==> src/rtl/conf_pkt_pkg.sv <==
// Shared definitions for the CPU configuration packet host: op codes, flit tags,
// ethertypes, MAC defaults, FSM state types and flit builder helpers.
package conf_pkt_pkg;

   localparam int unsigned FLIT_W    = 134;
   localparam int unsigned WORD_W    = 32;
   localparam int unsigned ENTRY_W   = 64;
   localparam int unsigned PAYLOAD_W = 80;
   localparam int unsigned DROP_W    = 16;

   typedef enum logic [1:0] {
      OP_RD_PROG = 2'd0,
      OP_WR_SEL  = 2'd1,
      OP_RD_SEL  = 2'd2,
      OP_WR_PROG = 2'd3
   } op_e;

   localparam logic [1:0]  TAG_HEAD   = 2'b01;
   localparam logic [1:0]  TAG_BODY   = 2'b00;
   localparam logic [1:0]  TAG_TAIL   = 2'b10;
   localparam logic [3:0]  BYTE_VALID = 4'hf;

   localparam logic [15:0] ETH_BASE     = 16'h9000;
   localparam logic [15:0] ETH_RSP_SEL  = 16'h9002;
   localparam logic [15:0] ETH_RSP_PROG = 16'h9004;

   localparam logic [47:0] DMAC_DEF = 48'h1111_2222_4444;
   localparam logic [47:0] SMAC_DEF = 48'h1111_2222_3333;

   typedef enum logic [2:0] {
      T_IDLE, T_COLLECT, T_HEAD, T_BODY, T_PAD, T_TAIL
   } tx_state_e;

   typedef enum logic [1:0] {
      R_IDLE, R_BODY, R_SKIP
   } rx_state_e;

   // One buffered write-program word
   typedef struct packed {
      logic [WORD_W-1:0] wdata;
      logic [WORD_W-1:0] addr;
   } burst_word_t;

   function automatic logic [FLIT_W-1:0] mk_head(input logic [1:0]  op,
                                                 input logic [47:0] dmac,
                                                 input logic [47:0] smac);
      return {TAG_HEAD, BYTE_VALID, dmac, smac, ETH_BASE | {14'd0, op}, 16'd0};
   endfunction

   function automatic logic [FLIT_W-1:0] mk_flit(input logic [1:0]           tag,
                                                 input logic [PAYLOAD_W-1:0] low);
      return {tag, BYTE_VALID, 48'd0, low};
   endfunction

endpackage

==> src/rtl/conf_burst_fifo.sv <==
// Single-clock FIFO buffering write-program words until a burst is closed.
// Ports: i_push/i_wdata write side, i_pop read side, o_rdata_c shows the
// oldest entry combinationally, o_count is the registered occupancy.
module conf_burst_fifo
   import conf_pkt_pkg::*;
#(
   parameter int unsigned DEPTH = 16,
   parameter int unsigned CNT_W = $clog2(DEPTH + 1)
) (
   input  logic               clk,
   input  logic               resetn,
   input  logic               i_push,
   input  logic [ENTRY_W-1:0] i_wdata,
   input  logic               i_pop,
   output logic [ENTRY_W-1:0] o_rdata_c,
   output logic [CNT_W-1:0]   o_count
);

   localparam int unsigned PTR_W = (DEPTH > 1) ? $clog2(DEPTH) : 1;

   logic [ENTRY_W-1:0] r_mem [DEPTH];
   logic [PTR_W-1:0]   r_wr_ptr;
   logic [PTR_W-1:0]   r_rd_ptr;
   logic [CNT_W-1:0]   r_count;
   logic               w_do_push;
   logic               w_do_pop;

   assign w_do_push = i_push && (r_count != CNT_W'(DEPTH));
   assign w_do_pop  = i_pop  && (r_count != '0);

   // Pointers and occupancy
   always_ff @(posedge clk or negedge resetn) begin
      if (!resetn) begin
         r_wr_ptr <= '0;
         r_rd_ptr <= '0;
         r_count  <= '0;
      end else begin
         if (w_do_push)
            r_wr_ptr <= (r_wr_ptr == PTR_W'(DEPTH - 1)) ? '0 : r_wr_ptr + PTR_W'(1);
         if (w_do_pop)
            r_rd_ptr <= (r_rd_ptr == PTR_W'(DEPTH - 1)) ? '0 : r_rd_ptr + PTR_W'(1);
         case ({w_do_push, w_do_pop})
            2'b10:   r_count <= r_count + CNT_W'(1);
            2'b01:   r_count <= r_count - CNT_W'(1);
            default: r_count <= r_count;
         endcase
      end
   end

   // Storage array, no reset needed
   always_ff @(posedge clk) begin
      if (w_do_push)
         r_mem[r_wr_ptr] <= i_wdata;
   end

   assign o_rdata_c = r_mem[r_rd_ptr];
   assign o_count   = r_count;

endmodule

==> src/rtl/conf_pkt_host.sv <==
// Host-side initiator for the CPU configuration protocol. Builds request packets
// (WR_SEL, RD_SEL, RD_PROG, WR_PROG bursts) and parses response packets.
// Ports: cmd_* command stream (valid/ready), tx_* request flits (no backpressure),
// rx_* response flits, rsp_* parsed response strobe, rd_outstanding reads in
// flight, rx_drop_cnt saturating count of non-config packets dropped.
module conf_pkt_host
   import conf_pkt_pkg::*;
#(
   parameter int unsigned MAX_BURST       = 16,
   parameter int unsigned MAX_OUTSTANDING = 4,
   parameter logic [47:0] DMAC            = DMAC_DEF,
   parameter logic [47:0] SMAC            = SMAC_DEF
) (
   input  logic               clk,
   input  logic               resetn,
   input  logic               cmd_valid,
   output logic               cmd_ready,
   input  logic [1:0]         cmd_op,
   input  logic [WORD_W-1:0]  cmd_addr,
   input  logic [WORD_W-1:0]  cmd_wdata,
   input  logic               cmd_last,
   output logic               tx_valid,
   output logic [FLIT_W-1:0]  tx_data,
   input  logic               rx_valid,
   input  logic [FLIT_W-1:0]  rx_data,
   output logic               rsp_valid,
   output logic               rsp_is_prog,
   output logic [WORD_W-1:0]  rsp_addr,
   output logic [WORD_W-1:0]  rsp_data,
   output logic               rsp_sel,
   output logic [2:0]         rd_outstanding,
   output logic [DROP_W-1:0]  rx_drop_cnt
);

   localparam int unsigned CNT_W = $clog2(MAX_BURST + 1);
   localparam int unsigned OUT_W = 3;

   // ---------------- TX path ----------------
   tx_state_e              r_tx_state, w_tx_state_d;
   logic [1:0]             r_op, w_op_d;
   logic [PAYLOAD_W-1:0]   r_payload, w_payload_d;
   logic                   r_burst, w_burst_d;
   logic                   r_tx_valid, w_tx_valid_d;
   logic [FLIT_W-1:0]      r_tx_data, w_tx_data_d;
   logic                   w_cmd_ready;
   logic                   w_push, w_pop;
   logic [ENTRY_W-1:0]     w_fifo_rdata;
   logic [CNT_W-1:0]       w_fifo_count;
   burst_word_t            w_head_word;
   burst_word_t            w_push_word;
   logic [FLIT_W-1:0]      w_burst_flit;
   logic                   w_is_read;
   logic                   w_close_on_push;
   logic [OUT_W-1:0]       r_rd_out;

   assign w_push_word     = '{wdata: cmd_wdata, addr: cmd_addr};
   assign w_head_word     = burst_word_t'(w_fifo_rdata);
   assign w_is_read       = (cmd_op == OP_RD_PROG) || (cmd_op == OP_RD_SEL);
   assign w_close_on_push = cmd_last || (w_fifo_count == CNT_W'(MAX_BURST - 1));
   // The last buffered word goes out tail-tagged
   assign w_burst_flit    = mk_flit((w_fifo_count == CNT_W'(1)) ? TAG_TAIL : TAG_BODY,
                                    {w_head_word.wdata, w_head_word.addr, 16'd0});

   conf_burst_fifo #(
      .DEPTH (MAX_BURST),
      .CNT_W (CNT_W)
   ) u_fifo (
      .clk       (clk),
      .resetn    (resetn),
      .i_push    (w_push),
      .i_wdata   (w_push_word),
      .i_pop     (w_pop),
      .o_rdata_c (w_fifo_rdata),
      .o_count   (w_fifo_count)
   );

   // TX state and registered flit output
   always_ff @(posedge clk or negedge resetn) begin
      if (!resetn) begin
         r_tx_state <= T_IDLE;
         r_op       <= '0;
         r_payload  <= '0;
         r_burst    <= 1'b0;
         r_tx_valid <= 1'b0;
         r_tx_data  <= '0;
      end else begin
         r_tx_state <= w_tx_state_d;
         r_op       <= w_op_d;
         r_payload  <= w_payload_d;
         r_burst    <= w_burst_d;
         r_tx_valid <= w_tx_valid_d;
         r_tx_data  <= w_tx_data_d;
      end
   end

   // TX next state; w_tx_*_d is the flit presented while in w_tx_state_d
   always_comb begin
      w_tx_state_d = r_tx_state;
      w_op_d       = r_op;
      w_payload_d  = r_payload;
      w_burst_d    = r_burst;
      w_tx_valid_d = 1'b0;
      w_tx_data_d  = '0;
      w_cmd_ready  = 1'b0;
      w_push       = 1'b0;
      w_pop        = 1'b0;
      case (r_tx_state)
         T_IDLE: begin
            w_cmd_ready = !(w_is_read && (r_rd_out == OUT_W'(MAX_OUTSTANDING)));
            if (cmd_valid && w_cmd_ready) begin
               w_op_d = cmd_op;
               if (cmd_op == OP_WR_PROG) begin
                  w_push    = 1'b1;
                  w_burst_d = 1'b1;
                  if (w_close_on_push) begin
                     w_tx_state_d = T_HEAD;
                     w_tx_valid_d = 1'b1;
                     w_tx_data_d  = mk_head(OP_WR_PROG, DMAC, SMAC);
                  end else begin
                     w_tx_state_d = T_COLLECT;
                  end
               end else begin
                  w_burst_d = 1'b0;
                  case (cmd_op)
                     OP_WR_SEL:  w_payload_d = {63'd0, cmd_wdata[0], 16'd0};
                     OP_RD_PROG: w_payload_d = {32'd0, cmd_addr, 16'd0};
                     default:    w_payload_d = '0;
                  endcase
                  w_tx_state_d = T_HEAD;
                  w_tx_valid_d = 1'b1;
                  w_tx_data_d  = mk_head(cmd_op, DMAC, SMAC);
               end
            end
         end
         T_COLLECT: begin
            // Only more burst words are accepted; any other command closes the burst
            w_cmd_ready = (cmd_op == OP_WR_PROG);
            if (cmd_valid) begin
               if (cmd_op == OP_WR_PROG) begin
                  w_push = 1'b1;
                  if (w_close_on_push) begin
                     w_tx_state_d = T_HEAD;
                     w_tx_valid_d = 1'b1;
                     w_tx_data_d  = mk_head(OP_WR_PROG, DMAC, SMAC);
                  end
               end else begin
                  w_tx_state_d = T_HEAD;
                  w_tx_valid_d = 1'b1;
                  w_tx_data_d  = mk_head(OP_WR_PROG, DMAC, SMAC);
               end
            end
         end
         T_HEAD: begin
            w_tx_state_d = T_BODY;
            w_tx_valid_d = 1'b1;
            if (r_burst) begin
               w_pop       = 1'b1;
               w_tx_data_d = w_burst_flit;
            end else begin
               w_tx_data_d = mk_flit(TAG_BODY, r_payload);
            end
         end
         T_BODY: begin
            if (r_burst) begin
               if (w_fifo_count == '0) begin
                  w_tx_state_d = T_IDLE;
               end else begin
                  w_pop        = 1'b1;
                  w_tx_valid_d = 1'b1;
                  w_tx_data_d  = w_burst_flit;
               end
            end else begin
               w_tx_state_d = T_PAD;
               w_tx_valid_d = 1'b1;
               w_tx_data_d  = mk_flit(TAG_BODY, '0);
            end
         end
         T_PAD: begin
            w_tx_state_d = T_TAIL;
            w_tx_valid_d = 1'b1;
            w_tx_data_d  = mk_flit(TAG_TAIL, '0);
         end
         T_TAIL: begin
            w_tx_state_d = T_IDLE;
         end
         default: begin
            w_tx_state_d = T_IDLE;
         end
      endcase
   end

   // ---------------- RX path ----------------
   rx_state_e              r_rx_state, w_rx_state_d;
   logic                   r_rx_prog, w_rx_prog_d;
   logic                   r_rsp_valid, w_rsp_valid_d;
   logic                   r_rsp_is_prog, w_rsp_is_prog_d;
   logic [WORD_W-1:0]      r_rsp_addr, w_rsp_addr_d;
   logic [WORD_W-1:0]      r_rsp_data, w_rsp_data_d;
   logic                   r_rsp_sel, w_rsp_sel_d;
   logic [DROP_W-1:0]      r_drop, w_drop_d;
   logic [1:0]             w_rx_tag;
   logic [15:0]            w_rx_eth;
   logic                   w_rx_unused;

   assign w_rx_tag    = rx_data[133:132];
   assign w_rx_eth    = rx_data[31:16];
   assign w_rx_unused = ^{rx_data[131:80], rx_data[15:0]};

   always_ff @(posedge clk or negedge resetn) begin
      if (!resetn) begin
         r_rx_state    <= R_IDLE;
         r_rx_prog     <= 1'b0;
         r_rsp_valid   <= 1'b0;
         r_rsp_is_prog <= 1'b0;
         r_rsp_addr    <= '0;
         r_rsp_data    <= '0;
         r_rsp_sel     <= 1'b0;
         r_drop        <= '0;
      end else begin
         r_rx_state    <= w_rx_state_d;
         r_rx_prog     <= w_rx_prog_d;
         r_rsp_valid   <= w_rsp_valid_d;
         r_rsp_is_prog <= w_rsp_is_prog_d;
         r_rsp_addr    <= w_rsp_addr_d;
         r_rsp_data    <= w_rsp_data_d;
         r_rsp_sel     <= w_rsp_sel_d;
         r_drop        <= w_drop_d;
      end
   end

   // RX parser; a head flit restarts parsing from any state
   always_comb begin
      w_rx_state_d    = r_rx_state;
      w_rx_prog_d     = r_rx_prog;
      w_rsp_valid_d   = 1'b0;
      w_rsp_is_prog_d = r_rsp_is_prog;
      w_rsp_addr_d    = r_rsp_addr;
      w_rsp_data_d    = r_rsp_data;
      w_rsp_sel_d     = r_rsp_sel;
      w_drop_d        = r_drop;
      if (rx_valid) begin
         if (w_rx_tag == TAG_HEAD) begin
            if ((w_rx_eth == ETH_RSP_SEL) || (w_rx_eth == ETH_RSP_PROG)) begin
               w_rx_state_d = R_BODY;
               w_rx_prog_d  = (w_rx_eth == ETH_RSP_PROG);
            end else begin
               w_rx_state_d = R_SKIP;
               if (r_drop != {DROP_W{1'b1}})
                  w_drop_d = r_drop + DROP_W'(1);
            end
         end else begin
            case (r_rx_state)
               R_BODY: begin
                  w_rsp_valid_d   = 1'b1;
                  w_rsp_is_prog_d = r_rx_prog;
                  w_rsp_sel_d     = rx_data[16];
                  w_rsp_addr_d    = rx_data[47:16];
                  w_rsp_data_d    = rx_data[79:48];
                  w_rx_state_d    = (w_rx_tag == TAG_TAIL) ? R_IDLE : R_SKIP;
               end
               R_SKIP: begin
                  if (w_rx_tag == TAG_TAIL)
                     w_rx_state_d = R_IDLE;
               end
               default: begin
                  w_rx_state_d = R_IDLE;
               end
            endcase
         end
      end
   end

   // Reads in flight: +1 per accepted read, -1 per response strobe
   logic w_rd_inc, w_rd_dec;
   assign w_rd_inc = (r_tx_state == T_IDLE) && cmd_valid && w_cmd_ready && w_is_read;
   assign w_rd_dec = r_rsp_valid && (r_rd_out != '0);

   always_ff @(posedge clk or negedge resetn) begin
      if (!resetn)
         r_rd_out <= '0;
      else if (w_rd_inc && !w_rd_dec)
         r_rd_out <= r_rd_out + OUT_W'(1);
      else if (w_rd_dec && !w_rd_inc)
         r_rd_out <= r_rd_out - OUT_W'(1);
   end

   assign cmd_ready      = w_cmd_ready;
   assign tx_valid       = r_tx_valid;
   assign tx_data        = r_tx_data;
   assign rsp_valid      = r_rsp_valid;
   assign rsp_is_prog    = r_rsp_is_prog;
   assign rsp_addr       = r_rsp_addr;
   assign rsp_data       = r_rsp_data;
   assign rsp_sel        = r_rsp_sel;
   assign rd_outstanding = r_rd_out;
   assign rx_drop_cnt    = r_drop;

endmodule

==> config.mk <==
export PLATFORM = sky130hd
export DESIGN_NAME = conf_pkt_host
export DESIGN_NICKNAME = d
export VERILOG_FILES = /design/src/rtl/conf_pkt_pkg.sv /design/src/rtl/conf_burst_fifo.sv /design/src/rtl/conf_pkt_host.sv
export SDC_FILE = /design/constraint.sdc
export NUM_CORES = 1
export LEC_CHECK = 0
export ABC_AREA = 1
export CAP_MARGIN = 20
export CORE_ASPECT_RATIO = 1.75
export CORE_MARGIN = 2
export CORE_UTILIZATION = 55
export DETAILED_ROUTE_END_ITERATION = 6
export PLACE_DENSITY = 0.76
export SLEW_MARGIN = 5
export SYNTH_ARGS = -nofsm -noshare
export SYNTH_HDL_FRONTEND = slang
export SYNTH_SLANG_ARGS = --single-unit
==> constraint.sdc <==
create_clock -name clk -period 15.75 [get_ports clk]
set_input_delay 1.575 -clock clk [delete_from_list [all_inputs] [get_ports clk]]
set_output_delay 1.575 -clock clk [all_outputs]
set_load 0.02 [all_outputs]
==> results of run 1 <==
[routing by layer]
layer / up-vias / GRT usage (%) / wire length, um
met5: - / 0 / 43
met4: 6 / 15.0 / 6960
met3: 393 / 4.47 / 11200
met2: 1763 / 47.5 / 66800
met1: 17300 / 31.1 / 47400
li1: 16900 / - / -
[synthesized netlist by cell type, drive strengths merged, types with 2 or more instances]
cell	count	share of area (%)
xnor2	13	0.22
nor2	196	1.4
edfxtp	1024	59
nor3	19	0.21
a21oi	30	0.29
buf	246	2.7
clkbuf	63	0.45
nand2	1982	14
nand4	5	0.060
clkinv	2	0.014
ha	15	0.36
xor2	10	0.17
nand3	550	5.3
o21ai	106	1.0
inv	720	5.1
dfrtp	205	9.8
o22ai	2	0.024
[power by group through the flow]
stage          Combinational [W]  Sequential (W)  Clock [W]
2_1_floorplan            0.00185         0.00397          0
3_3_place_gp             0.00268         0.00395          0
3_5_place_dp             0.00274         0.00396          0
4_1_cts                  0.00276         0.00389    0.00274
5_1_grt                  0.00307         0.00391    0.00287
6_report                 0.00277         0.00389    0.00271
[state kept, by name (all words and copies together) (netlist names), 4 cells and up]
register	cells
u_fifo.r_rd_ptr	4
r_payload	32
rsp_addr	32
rx_drop_cnt	16
u_fifo.o_count	5
u_fifo.r_mem	1024
u_fifo.r_wr_ptr	4
rsp_data	32
tx_data	67
[critical path, delay by kind of cell]
kind	cells	cell delay (ps)
buf+inv	3	1370
simple gates	2	260
compound gates	1	120
[stage by stage]
stage	total power (W)	cell area, sq um
2_1_floorplan	0.00581	52700
3_3_place_gp	0.00663	56200
3_5_place_dp	0.00670	56200
4_1_cts	0.00940	59900
5_1_grt	0.00985	59900
6_report	0.00938	59900
[area by class of cell]
type	instances	area, sq um	share of cell area, %
Antenna cell	5	12.5	0.0209
Inverter	722	2730	4.56
Clock buffer	149	2990	5.00
Clock inverter	49	662	1.11
Multi-Input combinational cell	2989	12600	21.0
Tap cell	1216	1520	2.54
Sequential cell	1229	35900	59.9
Timing Repair Buffer	366	3530	5.90
[cell families after synthesis]
group	Yosys count	synth area share (%)
AND/OR/NAND/NOR	2755	21.2
flip-flops	1229	68.3
buffers and inverters	1031	8.34
AO/OA/AOI/OAI	142	1.38
XOR/XNOR	23	0.383
adder cells (fa/ha/maj)	16	0.395
other	1	0.00714
multiplexers	1	0.0214
[worst max path at each step]
stage / from / end / slack (ps) / cells past startpoint
2_1_floorplan: cmd_op[0] / u_fifo.r_mem[12][0] / 8610 / 7
3_3_place_gp: cmd_op[0] / u_fifo.r_mem[15][7] / 10570 / 9
3_5_place_dp: cmd_op[0] / u_fifo.r_mem[15][7] / 10510 / 9
4_1_cts: cmd_op[0] / cmd_ready / 10850 / 6
5_1_grt: cmd_op[0] / cmd_ready / 10730 / 6
6_report: cmd_op[0] / cmd_ready / 10850 / 6
==> impl_metrics.ini, run 1 <==
[finish]
final_common_cell = nand2_1
fill_cells = 7159
fin_cells = 6725
synthToLayoutAreaGrowth_pct = 14.0
finish.utilization_pct = 62.9
drive_gt1_share_pct = 4.89
final_cell_mix = nand2_1 (1981), edfxtp_1 (1024), inv_1 (711)
final_nets = 5634

[hold_path]
hold_path.startpoint = rsp_addr[27]
min_to = rsp_addr[27]
hold_depth = 2
worstHoldPathType = register to register

[global_route]
grt_max_degree = 189
grt_overflow = 0
grtUsageTotal_pct = 26.9
grt_pass1_wl_um = 199000
grt_pass1_vias = 35500
antenna_found_initial = 7

[clock_tree]
post_cts_resized = 0
htreeDepth = 3
cts_setup_buffers = 0
root_buffer = clkbuf_16
cts_num_sinks = 1229
clk_pin_slew_worst_paths_ps = 60
hold_buffers = 0
clk_path_buf_depth = 3
tritoncts = built
cts-buffers-inserted = 105
clock_latency_ps = 720

[sta]
whs_ps = 469
skew_ps = 39.9
final.min_clock_period_ps = 4900
setup_viol = 0
worst_pin_slew_ps = 1160
timing.final.ws_setup_ps = 10850
fmax_mhz = 204
finalMaxSlewViolations = 0
min_period_over_period_pct = 31.1
finalSetupTns_ps = 0
slew_headroom_pct = 22.4
rsz0062_at_grt = false
hold_viol_final = 0

[critical_path]
critical_path_required_ps = 14180
slowest_delay_ps = 650
crit_slowest_cell = clkdlybuf4s50_1
reg2reg_slack_ps = 11930
cp-start-kind = input port
r2r_start = u_fifo.r_rd_ptr[1]
path_cells = clkdlybuf4s50_1 > inv_1 > nand3_1 > nand2_1 > o21ai_0 > clkdlybuf4s50_1
path_max_fanout = 6
path_class = input port to primary output
cp.arrival_ps = 3330
r2r_end = tx_data[45]
r2r_cells = 10
crit_top_cell = clkdlybuf4s50_1
end_kind = primary output

[placed_design]
place_ws_ps = 10510
gp_congestion = 0.838
place_inst = 6521
io_buffer_count = 306
dp_hpwl_um = 72200

[synthesis]
syn_area_per_cell_sq_um = 10.1
ys_types = 38
synth_edf_count = 1024
ys_ff_latch = 1229
syn_inst = 5198
ys_seq_area_share_pct = 68.3
synthesis.area_sq_um = 52500
ys.warnings.count = 0
ys.flop_type = edfxtp_1
async_flop_share_pct = 16.7

[routing]
ant_nets = 0
avgRoutedWirePerCell_um = 19.7
viasPerCell = 5.40
drt-initial-drc-count = 3310
drt-total-wl_um = 132000
vias = 36300
drcViolationCount = 2
firstDrtPassIters = 7

[power_and_ir_drop]
ir_drop_mv = 0.146
powerDensity_nw_per_um2 = 157
swShare_pct = 34.9
p_int_w = 0.00610
p_leak_nw = 26.0
pwr-share-comb_pct = 29.6
clkPwrFrac_pct = 28.9
p_switching_w = 0.00327
pwr-share-seq_pct = 41.5

[status]
status = finished, violations left
violations = design-rule violations

[floorplan]
dieArea_sq_um = 98100
die_h_um = 413
start_util_pct = 55.2
fp-row-count = 150
ios = 427
coreArea_sq_um = 95200
die_x_um = 238

[job]
maxCapViolations = 0
(Power assumes the default switching activity.)
==> run 2: changes to the inputs <==
==> constraint.sdc (replaced) <==
create_clock -name clk -period 5.1 [get_ports clk]
set_input_delay 0.51 -clock clk [delete_from_list [all_inputs] [get_ports clk]]
set_output_delay 0.51 -clock clk [all_outputs]
set_load 0.02 [all_outputs]
==> run 2 against run 1 <==
Effect of this change:
- the flow still finishes with violations (design-rule violations)
- clock power grew to 3.1 times the previous value
- design area up 0.39%
- hold slack got worse by 140 ps
- flip-flop and latch count did not move
- clock skew up 0.99 ps
- global-route usage shrank 0.089 points
==> impl_metrics.ini, run 2 (synthesis gave the netlist of run 1 again) <==
[status]
status = finished, violations left
violations = design-rule violations

[global_route]
grt_max_degree = 195
grt_overflow = 0
grtUsageTotal_pct = 26.8
grt_pass1_wl_um = 200000
grt_pass1_vias = 36400
antenna_found_initial = 9

[clock_tree]
cts-buffers-inserted = 106
tritoncts = built
clk_path_buf_depth = 3
root_buffer = clkbuf_16
htreeDepth = 3
clk_pin_slew_worst_paths_ps = 60
clock_latency_ps = 730
cts_num_sinks = 1229

[placed_design]
place_ws_ps = 1180
gp_congestion = 0.824
io_buffer_count = 306
dp_hpwl_um = 74300

[routing]
drt-initial-drc-count = 3460
vias = 36400
met3_length_um = 10000
ant_nets = 0
route.met2.wl_um = 69400
wl_met1_um = 46400
drcViolationCount = 5
highest_layer = met5
firstDrtPassIters = 7
avgRoutedWirePerCell_um = 19.6
viasPerCell = 5.41
drt-total-wl_um = 132000

[sta]
skew_ps = 40.9
final.min_clock_period_ps = 3290
worst_pin_slew_ps = 1150
finalMaxSlewViolations = 0
slew_headroom_pct = 22.9
setup_viol = 0
timing.final.ws_setup_ps = 1810
fmax_mhz = 304
min_period_over_period_pct = 64.6
hold_viol_final = 0
rsz0062_at_grt = false

[finish]
largest-register = u_fifo.r_mem
drive_gt1_share_pct = 5.22
final_cell_mix = nand2_1 (1981), edfxtp_1 (1024), inv_1 (711)
synthToLayoutAreaGrowth_pct = 14.5
final_common_cell = nand2_1
final_nets = 5643
finish.utilization_pct = 63.2
largest_reg_flops = 1024

[power_and_ir_drop]
p_int_w = 0.0189
p_switching_w = 0.0103
clkPwrFrac_pct = 28.9
ir_drop_mv = 0.387
powerDensity_nw_per_um2 = 485
p_leak_nw = 26.1
pwr-share-seq_pct = 40.9
swShare_pct = 35.3
p_total_w = 0.0291
pwr-share-comb_pct = 30.3

[floorplan]
coreArea_sq_um = 95200
fp-row-count = 150
die_x_um = 238
dieArea_sq_um = 98100
die_h_um = 413
ios = 427
start_util_pct = 55.2

[hold_path]
worstHoldPathType = input port to register
hold_depth = 3

[job]
maxCapViolations = 0

[critical_path]
path_class = register to register
critical_path_required_ps = 5420
cp-start-kind = register
cp.arrival_ps = 3610
end_kind = register
path_max_fanout = 44
r2r_cells = 8
[run 2: changes by cell type in the layout (fill, tap and decap cells not counted), moves of 3 or more]
cell	delta
clkbuf_8	-6
clkinvlp_4	+9
clkbuf_1	-9
buf_4	-5
buf_12	+12
clkinv_2	+3
[run 2: repair_timing]
item,CTS,global route
setup buffers,0,0
hold endpoints to repair,103,0
hold buffers,1,0
resized for setup,0,0
[run 2: through the flow]
| stage | setup TNS, ps | std cells | instance area (sq um) | hold slack (ps) |
|---|---|---|---|---|
| floorplan | -990930 | 5249 | 52700 | 214 |
| global placement | 0 | 6528 | 56400 | 450 |
| detailed placement | 0 | 6528 | 56400 | 454 |
| CTS | 0 | 6731 | 60100 | 281 |
| global route | 0 | 6736 | 60100 | 341 |
| finish | 0 | 6737 | 60100 | 332 |
[run 2: cell type report]
cell class                      instances  area (sq um)
Sequential cell                      1229         35900
Fill cell                            7090         35000
Multi-Input combinational cell       2989         12600
Timing Repair Buffer                  374          3740
Clock buffer                          135          2900
Inverter                              722          2730
Tap cell                             1216          1520
Clock inverter                         67           773
Antenna cell                            5          12.5
[run 2: layer usage]
| metal | GRT usage (%) | vias up |
|---|---|---|
| met5 | 0 | - |
| met4 | 14.7 | 8 |
| met3 | 4.13 | 329 |
| met2 | 49.0 | 1675 |
| met1 | 29.9 | 17500 |
| li1 | - | 16900 |
[run 2: worst paths after layout]
kind	slack, ps	start	to
max	1810	r_tx_state[0]	u_fifo.r_mem[7][52]
min	330	rx_data[70]	rsp_data[22]
max reg2reg	1810	r_tx_state[0]	u_fifo.r_mem[7][52]
min reg2reg	470	rsp_addr[22]	rsp_addr[22]
max in group asynchronous	3490	resetn	u_fifo.r_rd_ptr[1]
min in group asynchronous	510	resetn	rx_drop_cnt[0]
[run 2: power by group through the flow]
stage / clock network, W / registers [W] / logic (W)
after global routing: 0.00890 / 0.0120 / 0.00969
after CTS: 0.00853 / 0.0119 / 0.00878
after detailed placement: 0 / 0.0121 / 0.00871
after global placement: 0 / 0.0121 / 0.00853
final: 0.00841 / 0.0119 / 0.00882
after floorplan: 0 / 0.0123 / 0.00570
[run 2: worst max-delay path, stage by stage (launching register included)]
cell and delay (ps):
dfrtp_1 420, nor2_2 140, nand2_1 60, inv_1 100, nand3_2 150, nand2_1 140, nand2_1 640, nor3_2 390
buf_4 780
